`config.mk`:
```
export PLATFORM = sky130hd
export DESIGN_NAME = regfile_wb_arbiter_flat
export DESIGN_NICKNAME = d
export VERILOG_FILES = /design/src/rtl/regfile_pkg.sv /design/src/rtl/regfile_wb_arbiter_if.sv /design/src/rtl/wb_scoreboard.sv /design/src/rtl/regfile_wb_arbiter.sv /design/src/flat_wrapper.sv
export SDC_FILE = /design/constraint.sdc
export NUM_CORES = 1
export LEC_CHECK = 0
export ABC_CLOCK_PERIOD_IN_PS = 4200
export CORE_UTILIZATION = 38
export DETAILED_ROUTE_END_ITERATION = 7
export GPL_TIMING_DRIVEN = 1
export HOLD_SLACK_MARGIN = 0.15
export PLACE_DENSITY_LB_ADDON = 0.2
export SETUP_SLACK_MARGIN = 0.5
export SYNTH_ARGS = -nofsm -noshare
export SYNTH_HDL_FRONTEND = slang
export SYNTH_SLANG_ARGS = --single-unit
```
`constraint.sdc`:
```
create_clock -name clk_in -period 4.2 [get_ports clk_in]
set_clock_uncertainty 0.1 [all_clocks]
set_input_delay 0.63 -clock clk_in [delete_from_list [all_inputs] [get_ports clk_in]]
set_output_delay 0.63 -clock clk_in [all_outputs]
set_load 0.01 [all_outputs]
```
`src/rtl/regfile_pkg.sv`:
```
// Shared widths and the write-back request payload for the register-file
// write-back arbiter slice.
package regfile_pkg;

  localparam int unsigned REG_ADDR_W   = 5;
  localparam int unsigned REG_DATA_W   = 32;
  localparam int unsigned NUM_REGS     = 32;
  localparam int unsigned STARVE_CNT_W = 4;

  // One write-back request as presented by a requester
  typedef struct packed {
    logic                  valid;
    logic [REG_ADDR_W-1:0] addr;
    logic [REG_DATA_W-1:0] data;
  } wb_req_t;

endpackage

```
`src/rtl/regfile_wb_arbiter_if.sv`:
```
// Bundle of write-back requests, register-file write port, issue tracking and
// hazard queries between the pipeline (master) and the arbiter (slave).
interface regfile_wb_arbiter_if;

  logic                                alu_valid;
  logic [regfile_pkg::REG_ADDR_W-1:0]  alu_addr;
  logic [regfile_pkg::REG_DATA_W-1:0]  alu_data;
  logic                                alu_ready;

  logic                                lsu_valid;
  logic [regfile_pkg::REG_ADDR_W-1:0]  lsu_addr;
  logic [regfile_pkg::REG_DATA_W-1:0]  lsu_data;
  logic                                lsu_ready;

  logic                                write_enable;
  logic [regfile_pkg::REG_ADDR_W-1:0]  write_address;
  logic [regfile_pkg::REG_DATA_W-1:0]  write_data;

  logic                                issue_valid;
  logic [regfile_pkg::REG_ADDR_W-1:0]  issue_addr;

  logic [regfile_pkg::REG_ADDR_W-1:0]  rs1_addr;
  logic [regfile_pkg::REG_ADDR_W-1:0]  rs2_addr;
  logic                                rs1_busy;
  logic                                rs2_busy;

  modport master (
    output alu_valid, alu_addr, alu_data,
    input  alu_ready,
    output lsu_valid, lsu_addr, lsu_data,
    input  lsu_ready,
    input  write_enable, write_address, write_data,
    output issue_valid, issue_addr,
    output rs1_addr, rs2_addr,
    input  rs1_busy, rs2_busy
  );

  modport slave (
    input  alu_valid, alu_addr, alu_data,
    output alu_ready,
    input  lsu_valid, lsu_addr, lsu_data,
    output lsu_ready,
    output write_enable, write_address, write_data,
    input  issue_valid, issue_addr,
    input  rs1_addr, rs2_addr,
    output rs1_busy, rs2_busy
  );

endinterface

```
`src/rtl/wb_scoreboard.sv`:
```
// Pending-write scoreboard: one busy bit per architectural register, set on
// issue and cleared when the write commits on the register-file port.
module wb_scoreboard
  import regfile_pkg::*;
(
  input  logic                  clk_in,
  input  logic                  rst_in,
  input  logic                  issue_valid,
  input  logic [REG_ADDR_W-1:0] issue_addr,
  input  logic                  clr_valid,
  input  logic [REG_ADDR_W-1:0] clr_addr,
  input  logic [REG_ADDR_W-1:0] rs1_addr,
  input  logic [REG_ADDR_W-1:0] rs2_addr,
  output logic                  rs1_busy,
  output logic                  rs2_busy
);

  logic [NUM_REGS-1:0] busy_q;
  logic [NUM_REGS-1:0] busy_d;
  logic [NUM_REGS-1:0] set_mask;
  logic [NUM_REGS-1:0] clr_mask;

  // Next busy vector: clear committed register, then set issued one (set wins)
  always_comb begin
    set_mask = '0;
    clr_mask = '0;
    if (issue_valid && (issue_addr != '0)) set_mask[issue_addr] = 1'b1;
    if (clr_valid) clr_mask[clr_addr] = 1'b1;
    busy_d    = (busy_q & ~clr_mask) | set_mask;
    busy_d[0] = 1'b0;
  end

  // Busy vector register
  always_ff @(posedge clk_in or posedge rst_in) begin
    if (rst_in) busy_q <= '0;
    else        busy_q <= busy_d;
  end

  // Hazard lookup; x0 is never busy
  always_comb begin
    rs1_busy = (rs1_addr != '0) && busy_q[rs1_addr];
    rs2_busy = (rs2_addr != '0) && busy_q[rs2_addr];
  end

endmodule

```
`src/rtl/regfile_wb_arbiter.sv`:
```
// Register-file write-back arbiter: picks one of ALU/LSU per cycle (LSU
// preferred, ALU forced through after STARVE_LIMIT stalled cycles) and
// registers the winner onto the write port. The pending-write scoreboard is
// built only when WB_SCOREBOARD_EN is defined.
module regfile_wb_arbiter
  import regfile_pkg::*;
#(
  parameter int unsigned STARVE_LIMIT = 4
) (
  input logic                 clk_in,
  input logic                 rst_in,
  regfile_wb_arbiter_if.slave bus
);

  wb_req_t alu_req;
  wb_req_t lsu_req;
  wb_req_t win_req;
  logic    alu_grant;
  logic    lsu_grant;
  logic    accept;
  logic    starved;

  logic [STARVE_CNT_W-1:0] starve_q, starve_d;
  logic                    write_enable_q, write_enable_d;
  logic [REG_ADDR_W-1:0]   write_address_q, write_address_d;
  logic [REG_DATA_W-1:0]   write_data_q, write_data_d;

  // Arbitration: LSU first unless the ALU has waited STARVE_LIMIT cycles
  always_comb begin
    alu_req   = '{valid: bus.alu_valid, addr: bus.alu_addr, data: bus.alu_data};
    lsu_req   = '{valid: bus.lsu_valid, addr: bus.lsu_addr, data: bus.lsu_data};
    starved   = (starve_q == STARVE_CNT_W'(STARVE_LIMIT));
    alu_grant = 1'b0;
    lsu_grant = 1'b0;
    if (!rst_in) begin
      if (lsu_req.valid && !(alu_req.valid && starved)) lsu_grant = 1'b1;
      else if (alu_req.valid)                           alu_grant = 1'b1;
    end
    accept  = alu_grant | lsu_grant;
    win_req = lsu_grant ? lsu_req : alu_req;
  end

  // Starvation counter and write-port next state
  always_comb begin
    starve_d        = '0;
    write_enable_d  = 1'b0;
    write_address_d = write_address_q;
    write_data_d    = write_data_q;
    if (alu_req.valid && !alu_grant) begin
      starve_d = starved ? starve_q : starve_q + STARVE_CNT_W'(1);
    end
    if (accept) begin
      write_enable_d  = (win_req.addr != '0);
      write_address_d = win_req.addr;
      write_data_d    = win_req.data;
    end
  end

  // State registers; reset also discards a write not yet presented
  always_ff @(posedge clk_in or posedge rst_in) begin
    if (rst_in) begin
      starve_q        <= '0;
      write_enable_q  <= 1'b0;
      write_address_q <= '0;
      write_data_q    <= '0;
    end else begin
      starve_q        <= starve_d;
      write_enable_q  <= write_enable_d;
      write_address_q <= write_address_d;
      write_data_q    <= write_data_d;
    end
  end

  assign bus.alu_ready     = alu_grant;
  assign bus.lsu_ready     = lsu_grant;
  assign bus.write_enable  = write_enable_q;
  assign bus.write_address = write_address_q;
  assign bus.write_data    = write_data_q;

`ifdef WB_SCOREBOARD_EN
  wb_scoreboard u_scoreboard (
    .clk_in      (clk_in),
    .rst_in      (rst_in),
    .issue_valid (bus.issue_valid),
    .issue_addr  (bus.issue_addr),
    .clr_valid   (write_enable_q),
    .clr_addr    (write_address_q),
    .rs1_addr    (bus.rs1_addr),
    .rs2_addr    (bus.rs2_addr),
    .rs1_busy    (bus.rs1_busy),
    .rs2_busy    (bus.rs2_busy)
  );
`else
  assign bus.rs1_busy = 1'b0;
  assign bus.rs2_busy = 1'b0;
`endif

endmodule

```
`src/flat_wrapper.sv`:
```
// flat-port wrapper written by rule: the top's interface ports become plain ports
module regfile_wb_arbiter_flat import regfile_pkg::*;
#(
  parameter int unsigned STARVE_LIMIT = 4
)
  (clk_in, rst_in, bus_alu_valid, bus_alu_addr, bus_alu_data, bus_alu_ready, bus_lsu_valid, bus_lsu_addr, bus_lsu_data, bus_lsu_ready, bus_write_enable, bus_write_address, bus_write_data, bus_issue_valid, bus_issue_addr, bus_rs1_addr, bus_rs2_addr, bus_rs1_busy, bus_rs2_busy);
  regfile_wb_arbiter_if bus_i ();
  input logic clk_in;
  input logic rst_in;
  input wire logic [$bits(bus_i.alu_valid)-1:0] bus_alu_valid;
  input wire logic [$bits(bus_i.alu_addr)-1:0] bus_alu_addr;
  input wire logic [$bits(bus_i.alu_data)-1:0] bus_alu_data;
  output wire logic [$bits(bus_i.alu_ready)-1:0] bus_alu_ready;
  input wire logic [$bits(bus_i.lsu_valid)-1:0] bus_lsu_valid;
  input wire logic [$bits(bus_i.lsu_addr)-1:0] bus_lsu_addr;
  input wire logic [$bits(bus_i.lsu_data)-1:0] bus_lsu_data;
  output wire logic [$bits(bus_i.lsu_ready)-1:0] bus_lsu_ready;
  output wire logic [$bits(bus_i.write_enable)-1:0] bus_write_enable;
  output wire logic [$bits(bus_i.write_address)-1:0] bus_write_address;
  output wire logic [$bits(bus_i.write_data)-1:0] bus_write_data;
  input wire logic [$bits(bus_i.issue_valid)-1:0] bus_issue_valid;
  input wire logic [$bits(bus_i.issue_addr)-1:0] bus_issue_addr;
  input wire logic [$bits(bus_i.rs1_addr)-1:0] bus_rs1_addr;
  input wire logic [$bits(bus_i.rs2_addr)-1:0] bus_rs2_addr;
  output wire logic [$bits(bus_i.rs1_busy)-1:0] bus_rs1_busy;
  output wire logic [$bits(bus_i.rs2_busy)-1:0] bus_rs2_busy;
  assign bus_i.alu_valid = bus_alu_valid;
  assign bus_i.alu_addr = bus_alu_addr;
  assign bus_i.alu_data = bus_alu_data;
  assign bus_alu_ready = bus_i.alu_ready;
  assign bus_i.lsu_valid = bus_lsu_valid;
  assign bus_i.lsu_addr = bus_lsu_addr;
  assign bus_i.lsu_data = bus_lsu_data;
  assign bus_lsu_ready = bus_i.lsu_ready;
  assign bus_write_enable = bus_i.write_enable;
  assign bus_write_address = bus_i.write_address;
  assign bus_write_data = bus_i.write_data;
  assign bus_i.issue_valid = bus_issue_valid;
  assign bus_i.issue_addr = bus_issue_addr;
  assign bus_i.rs1_addr = bus_rs1_addr;
  assign bus_i.rs2_addr = bus_rs2_addr;
  assign bus_rs1_busy = bus_i.rs1_busy;
  assign bus_rs2_busy = bus_i.rs2_busy;
  regfile_wb_arbiter #(.STARVE_LIMIT(STARVE_LIMIT)) u_core (.clk_in(clk_in), .rst_in(rst_in), .bus(bus_i));
endmodule
```
### Word-level counts from Yosys, hierarchy flattened

Cells that the tools add are included.

| operators by class | value |
|---|---|
| add/sub/neg operators | 1 |
| equal/unequal tests | 2 |
| multiplexer cells | 9 |
| bitwise logic cells | 1 |
| reductions and logical operators | 6 |

Operator list:

| cell | count |
|---|---|
| 37-bit 2-to-1 mux | 1 |
| 4-bit 2-to-1 mux | 2 |
| 1-bit 2-to-1 mux | 6 |
| 5-bit nonzero test | 1 |
| 4-bit by 1-bit adder with 4-bit output (second input constant) | 1 |
| 4-bit by 3-bit == test with 1-bit output (second input constant) | 1 |
| 1-bit logical AND | 3 |
| 1-bit zero test | 2 |
| 2-bit != test (second input constant) | 1 |
| 1-bit bitwise OR | 1 |

| storage, ports and cells | value |
|---|---|
| register bits | 42 |
| bits of input ports | 94 |
| output and inout port bits | 42 |
| logic and storage cells | 23 |

### Depth between registers and ports, before layout

Gate-level depths: netlist of run 1.

| depth | value |
|---|---|
| depth in word-level cells | 9 |
| mapped depth | 8 |

### Worst setup path after synthesis of run 1

Ideal clock, no wire load.

| path | value |
|---|---|
| path type | flip-flop to output port |
| from | register u_core.starve_q[0] |
| to | output bus_lsu_ready |
| arrival | 1.573 ns |
| required time | 3.470 ns |
| path slack | 1.897 ns |
| stages on the path, launching flop included | 9 |
| path buffers | 3 |
| cell sequence | dfrtp_1 -> inv_1 -> ha_1 -> and3b_1 -> buf_2 -> a211o_1 -> buf_6 -> buf_6 -> inv_1 |

| between the ends | value |
|---|---|
| word-level cells in the longest chain between the ends | 6 |

RTL lines:

| element | RTL line | RTL |
|---|---|---|
| from (decl) | regfile_wb_arbiter.sv:23 | `logic [STARVE_CNT_W-1:0] starve_q, starve_d;` |
| from (signal assigned) | regfile_wb_arbiter.sv:67 | `starve_q <= starve_d;` |
| 4-bit by 3-bit == test with 1-bit output | regfile_wb_arbiter.sv:32 | `starved = (starve_q == STARVE_CNT_W'(STARVE_LIMIT));` |
| 1-bit logical AND | regfile_wb_arbiter.sv:36 | `if (lsu_req.valid && !(alu_req.valid && starved)) lsu_grant = 1'b1;` |
| 1-bit zero test | regfile_wb_arbiter.sv:36 |  |
| 1-bit logical AND | regfile_wb_arbiter.sv:36 |  |
| 1-bit 2-to-1 mux | regfile_wb_arbiter.sv:36 |  |
| 1-bit 2-to-1 mux | regfile_wb_arbiter.sv:35 | `if (!rst_in) begin` |
| to (decl) | flat_wrapper.sv:17 | `output wire logic [$bits(bus_i.lsu_ready)-1:0] bus_lsu_ready;` |

Every way passes these cells.

### Worst setup path in the final report of run 1

| path | value |
|---|---|
| from | input bus_lsu_valid |
| to | output bus_lsu_ready |

| between the ends | value |
|---|---|
| word-level cells in the longest chain between the ends | 3 |

RTL lines:

| element | RTL line | RTL |
|---|---|---|
| from (decl) | flat_wrapper.sv:14 | `input wire logic [$bits(bus_i.lsu_valid)-1:0] bus_lsu_valid;` |
| 1-bit logical AND | regfile_wb_arbiter.sv:36 |  |
| 1-bit 2-to-1 mux | regfile_wb_arbiter.sv:36 |  |
| 1-bit 2-to-1 mux | regfile_wb_arbiter.sv:35 |  |

Every way passes these cells.

==> flow_metrics.py, run 1 <==
metrics = {
    "global_routing": {
        "grt_max_degree": 43,
        "antenna_found_initial": 0,
        "grt_use_total": 0.198,
        "grt_pass1_vias": 1737,
        "grt_pass1_wl_mm": 8.34,
        "overflow": 0,
    },
    "cts": {
        "ctsResizeCount": 0,
        "clock_sinks": 42,
        "cts_tree": "done",
        "ctsHtreeMaxLevel": 2,
        "cts_hold_buf": 0,
        "cts_buffers": 5,
        "clock_latency_ns": 0.29,
        "clk_pin_slew_ns": 0.07,
        "cts_root_buffer": "clkbuf_8",
        "cts_setup_buffers": 0,
        "cts_buffer_depth": 2,
    },
    "synth": {
        "async_flop_share": 1.00,
        "synth-main-ff-cell": "dfrtp_1",
        "avgSynthCellArea_um2": 12.1,
        "synth_edf_count": 0,
        "synthCells": 167,
        "synth_area_mm2": 0.00201,
        "netlist-cell-type-count": 30,
        "synth-seq-area-share": 0.522,
        "ys_ff_latch": 42,
        "ys.warnings.count": 0,
    },
    "pwr": {
        "ir_drop_uv": 244,
        "p_per_area_mw_per_mm2": 340,
        "p_leak_nw": 1.32,
    },
    "die": {
        "pin_count": 136,
        "die_w_um": 74.8,
        "core_mm2": 0.00511,
        "initial_utilization": 0.394,
        "die-height_um": 74.8,
        "die-area_mm2": 0.00559,
        "rows": 26,
    },
    "layout": {
        "fin_util": 0.653,
        "fin_nets": 377,
        "antenna-diode-count": 0,
        "finalNonFillerCells": 351,
        "syn2layout_area_growth_pct": 65.8,
        "drive_gt1_frac": 0.149,
    },
    "timing": {
        "tightestPinTransition_ns": 0.767,
        "relSlewSlack": 0.488,
        "rsz0062_at_grt": "no",
        "tns_ns": 0,
        "fin_crit_sh": 0.694,
        "fmax_mhz": 343,
        "timing.final.ws_setup_ns": 1.29,
        "period_needed_ns": 2.91,
        "drv_slew": 0,
        "setup_viol": 0,
        "hold_viol": 0,
    },
    "detailed_routing": {
        "drt-vias-per-instance": 5.11,
        "totalWireLength_mm": 5.52,
        "vias": 1792,
        "wl_per_cell_um": 15.7,
        "drt-initial-drc-count": 55,
        "drt-pass1-iter-count": 4,
        "ant_nets": 0,
        "drc_errors": 0,
    },
    "setup_path": {
        "cp_slowest_stage_delay_ns": 0.58,
        "cp_top_family": "buffers and inverters",
        "cp_slowest_cell": "clkdlybuf4s50_1",
        "crit_arrival_ns": 2.18,
        "endpoint_kind": "output port",
        "start_kind": "input port",
        "r2r-end": "u_core.bus.write_data[21]",
        "rr_worst_depth": 6,
        "r2r_slack_ns": 2.14,
        "path_buf_inv": 4,
        "cp_max_fo": 5,
        "crit_type": "in -> out",
        "crit_required_ns": 3.47,
        "crit_chain": "clkdlybuf4s50_1 -> inv_1 -> a211o_1 -> inv_1 -> clkdlybuf4s50_1",
        "r2r-start": "u_core.starve_q[0]",
    },
    "status": {
        "status": "finished, final reports clean",
    },
    "min_path": {
        "whs_path_depth": 1,
        "min_from": "u_core.starve_q[2]",
        "hp-class": "reg -> reg",
        "hold_end": "u_core.starve_q[2]",
    },
    "placement": {
        "finalWeightedCongestion": 0.741,
        "dp.cells": 344,
        "io_buffers": 117,
        "dp_slack_ns": 1.29,
        "dp_hpwl_mm": 3.92,
    },
    "run": {
        "maxCapViolations": 0,
    },
}
## flip-flops by register name, indices dropped and copies added (netlist names)
register	cells
u_core.bus.write_data	32
u_core.bus.write_address	5
u_core.starve_q	4
u_core.bus.write_enable	1
## cells in the mapped netlist (all sizes together) (2+ instances only)
library cell / count / area (um2)
or4: 2 / 15.0
a21boi: 2 / 15.0
inv: 6 / 22.5
ha: 2 / 25.0
nand3: 3 / 15.0
nor2: 4 / 15.0
dfrtp: 42 / 1050
nand2b: 38 / 238
o21ai: 2 / 10.0
o221a: 36 / 405
clkbuf: 6 / 22.5
buf: 9 / 62.6
## routing by layer
| metal | up-vias | GRT usage | wire [um] |
|---|---|---|---|
| li1 | 848 | - | - |
| met1 | 862 | 0.258 | 2410 |
| met2 | 78 | 0.323 | 2580 |
| met3 | 4 | 0.0509 | 472 |
| met4 | 0 | 0.0671 | 49 |
| met5 | - | 0 | 0 |
## worst max-delay path by stage
stage	from	to	slack (ns)	cells after the start
finish	bus_lsu_valid	bus_lsu_ready	1.29	5
global route	rst_in	bus_alu_ready	1.19	5
CTS	bus_lsu_valid	bus_lsu_ready	1.29	5
detailed placement	bus_lsu_valid	bus_lsu_ready	1.29	5
global placement	bus_lsu_valid	bus_lsu_ready	1.29	5
floorplan	u_core.starve_q[0]	bus_lsu_ready	1.90	8
## cell type report
type	instances	area (um2)
multi-input combinational	105	862
clock inverter	1	30.0
sequential	42	1050
fill	430	1770
inverter	6	22.5
clock buffer	6	82.6
timing repair buffer	121	1200
tap	70	87.6
## cell usage in the layout, fill, tap and decap left out, drive strengths merged, types with 2 or more instances in the layout
| cell type | n |
|---|---|
| nor2 | 4 |
| clkbuf | 6 |
| nand2b | 38 |
| a21boi | 2 |
| dfrtp | 42 |
| ha | 2 |
| buf | 4 |
| clkdlybuf4s50 | 117 |
| conb | 2 |
| o21ai | 2 |
| nand3 | 3 |
| inv | 6 |
| o221a | 36 |
| or4 | 2 |
## worst reg2reg max path: cells and delay by family (launching register included)
family | cells | cell delay [ns]
DFF | 1 | 0.42
adders and majority gates | 1 | 0.23
buffers and inverters | 2 | 0.33
AOI/OAI and AO/OA | 2 | 0.64
and+or+nand+nor | 1 | 0.23
## where the power goes
part	internal [mW]	leakage, nW	switching [mW]
sequential	0.454	0.474	0.0257
clock	0.190	0.0573	0.130
combinational	0.218	0.788	0.115
## through the flow
step                total power, mW  hold slack (ns)  area (um2)
floorplan                     0.624            0.389        2020
global placement              0.817            0.422        3220
detailed placement            0.823            0.427        3220
CTS                            1.15            0.437        3340
global route                   1.19            0.464        3340
finish                         1.13            0.436        3340
## kinds of logic after synthesis
logic type | Yosys count | share of synthesized area
AO/OA/AOI/OAI | 48 | 0.246
XOR/XNOR | 1 | 0.00435
AND/OR/NAND/NOR | 52 | 0.160
adder cells (fa/ha/maj) | 2 | 0.0124
flip-flops | 42 | 0.522
buffers and inverters | 21 | 0.0534
other | 1 | 0.00186
(Power assumes the default switching activity.)
==> run 2, diff against run 1 <==
--- a/config.mk
+++ b/config.mk
@@ -5,8 +5,8 @@
 export SDC_FILE = /design/constraint.sdc
 export NUM_CORES = 1
 export LEC_CHECK = 0
-export ABC_CLOCK_PERIOD_IN_PS = 4200
-export CORE_UTILIZATION = 38
+export ABC_CLOCK_PERIOD_IN_PS = 2700
+export CORE_UTILIZATION = 36
 export DETAILED_ROUTE_END_ITERATION = 7
 export GPL_TIMING_DRIVEN = 1
 export HOLD_SLACK_MARGIN = 0.15
==> constraint.sdc (replaced) <==
create_clock -name clk_in -period 2.7 [get_ports clk_in]
set_clock_uncertainty 0.1 [all_clocks]
set_input_delay 0.405 -clock clk_in [delete_from_list [all_inputs] [get_ports clk_in]]
set_output_delay 0.405 -clock clk_in [all_outputs]
set_load 0.01 [all_outputs]
==> run 2 against run 1 <==
Compared with the run above:
- sequential power increased by 55%
- cell area increased by 0.79%
- die area increased by 5.4%
- first-iteration DRC count increased to 2.8 times the previous value
- critical path type is now reg -> out
- critical endpoint unchanged
- largest cell class unchanged
- largest power group unchanged
- highest routed layer unchanged
==> flow_metrics.py, run 2 (synthesis results as in run 1) <==
metrics = {
    "status": {
        "status": "finished, final reports clean",
    },
    "pwr": {
        "p_leak_nw": 1.35,
        "ir_drop_uv": 263,
        "sw_frac_of_total": 0.257,
        "total_power_mw": 1.69,
        "p_per_area_mw_per_mm2": 503,
        "net-switching-power_mw": 0.434,
        "internal-power_mw": 1.26,
        "combPwrFrac": 0.313,
        "p_clk_frac": 0.247,
        "seq_power_share": 0.440,
    },
    "cts": {
        "clk_pin_slew_ns": 0.08,
        "cts_root_buffer": "clkbuf_8",
        "ctsHtreeMaxLevel": 2,
        "cts_tree": "done",
        "cts_buffer_depth": 2,
        "clock_sinks": 42,
        "clock_latency_ns": 0.29,
        "cts_buffers": 5,
    },
    "die": {
        "pin_count": 136,
        "die-height_um": 76.8,
        "rows": 26,
        "initial_utilization": 0.384,
        "core_mm2": 0.00524,
        "die_w_um": 76.8,
        "die-area_mm2": 0.00590,
    },
    "timing": {
        "relSlewSlack": 0.645,
        "tns_ns": 0,
        "drv_slew": 0,
        "tightestPinTransition_ns": 0.532,
        "period_needed_ns": 2.08,
        "hold_viol": 0,
        "setup_viol": 0,
        "fmax_mhz": 481,
        "rsz0062_at_grt": "no",
        "fin_crit_sh": 0.770,
    },
    "placement": {
        "finalWeightedCongestion": 0.749,
        "dp.cells": 347,
        "place_area_mm2": 0.00325,
        "io_buffers": 117,
        "dp_hpwl_mm": 3.97,
    },
    "layout": {
        "largest_reg_flops": 32,
        "final_area_mm2": 0.00336,
        "drive_gt1_frac": 0.176,
        "finalNonFillerCells": 359,
        "fin_nets": 384,
        "antenna-diode-count": 0,
        "layout_commonest_cell": "clkdlybuf4s50_1",
        "syn2layout_area_growth_pct": 67.1,
        "final_cell_mix": "115 x clkdlybuf4s50_1, 42 x dfrtp_1, 38 x nand2b_1, 29 x o221a_2, 11 x buf_4",
        "fin_util": 0.642,
    },
    "setup_path": {
        "start_kind": "register",
        "endpoint_kind": "output port",
        "crit_arrival_ns": 1.57,
        "crit_type": "reg -> out",
        "cp_max_fo": 3,
        "crit_required_ns": 2.19,
    },
    "run": {
        "maxCapViolations": 0,
    },
    "global_routing": {
        "grt_use_total": 0.204,
        "grt_pass1_vias": 1913,
        "grt_max_degree": 43,
        "overflow": 0,
        "antenna_found_initial": 0,
        "grt_pass1_wl_mm": 9.43,
    },
    "detailed_routing": {
        "drt-pass1-iter-count": 4,
        "wl_per_cell_um": 16.2,
        "drt-vias-per-instance": 5.12,
        "totalWireLength_mm": 5.81,
        "drt-initial-drc-count": 156,
        "drc_errors": 0,
        "ant_nets": 0,
        "vias": 1837,
    },
    "min_path": {
        "hp-class": "reg -> reg",
    },
}
run 2: changes by cell type in the layout (fill, tap and decap cells not counted), sizes merged:
| cell | change |
|---|---|
| buf | +7 |
| clkbuf | +2 |
| clkdlybuf4s50 | -2 |
| bufinv | -1 |
| clkinv | +1 |
| dlygate4sd2 | +1 |
run 2: area by class of cell:
class / instances / area [um2]
clock inverter: 1 / 5.00
multi-input combinational: 105 / 863
clock buffer: 7 / 86.3
fill: 426 / 1870
tap: 70 / 87.6
inverter: 6 / 22.5
sequential: 42 / 1050
timing repair buffer: 128 / 1250
run 2: layer usage:
layer	up-vias	wire length [um]	global-route usage
met3	8	504	0.0619
met1	872	2570	0.265
met2	93	2660	0.327
met4	0	81	0.0596
met5	-	0	0
li1	864	-	-
run 2: final timing paths:
path	endpoint	from	slack, ns	cells past startpoint
setup reg to reg	u_core.bus.write_data[1]	u_core.starve_q[0]	0.80	6
hold / removal	u_core.starve_q[2]	u_core.starve_q[2]	0.45	1
max in group asynchronous	u_core.bus.write_data[0]	rst_in	1.46	4
setup / recovery	bus_lsu_ready	u_core.starve_q[0]	0.62	6
min in group asynchronous	u_core.bus.write_address[4]	rst_in	0.68	4
hold reg to reg	u_core.starve_q[2]	u_core.starve_q[2]	0.45	1
run 2: power by group through the flow:
| stage | Clock (mW) | Sequential, mW | Combinational (mW) |
|---|---|---|---|
| final | 0.418 | 0.744 | 0.531 |
| after floorplan | 0 | 0.791 | 0.179 |
| after detailed placement | 0 | 0.756 | 0.529 |
| after global placement | 0 | 0.755 | 0.520 |
| after CTS | 0.432 | 0.745 | 0.534 |
| after global routing | 0.461 | 0.756 | 0.570 |
run 2: worst max-delay path, cell delays in order, from the launching register on:
cell and delay, ns:
dfrtp_1 0.35, inv_1 0.05, ha_1 0.21, and3b_2 0.21
a211o_1 0.28, inv_1 0.06, clkbuf_2 0.13
run 2: through the flow:
step	hold slack, ns	setup WS, ns
floorplan	0.389	0.622
global placement	0.430	0.263
detailed placement	0.440	0.238
CTS	0.452	0.388
global route	0.477	0.525
finish	0.448	0.621
run 2: what timing repair did:
action	in CTS	in global routing
cloned	0	0
buffers inserted	2	2
setup endpoints to repair	2	1
hold buffers	0	0
pin swaps	0	1
gates resized for setup	3	2
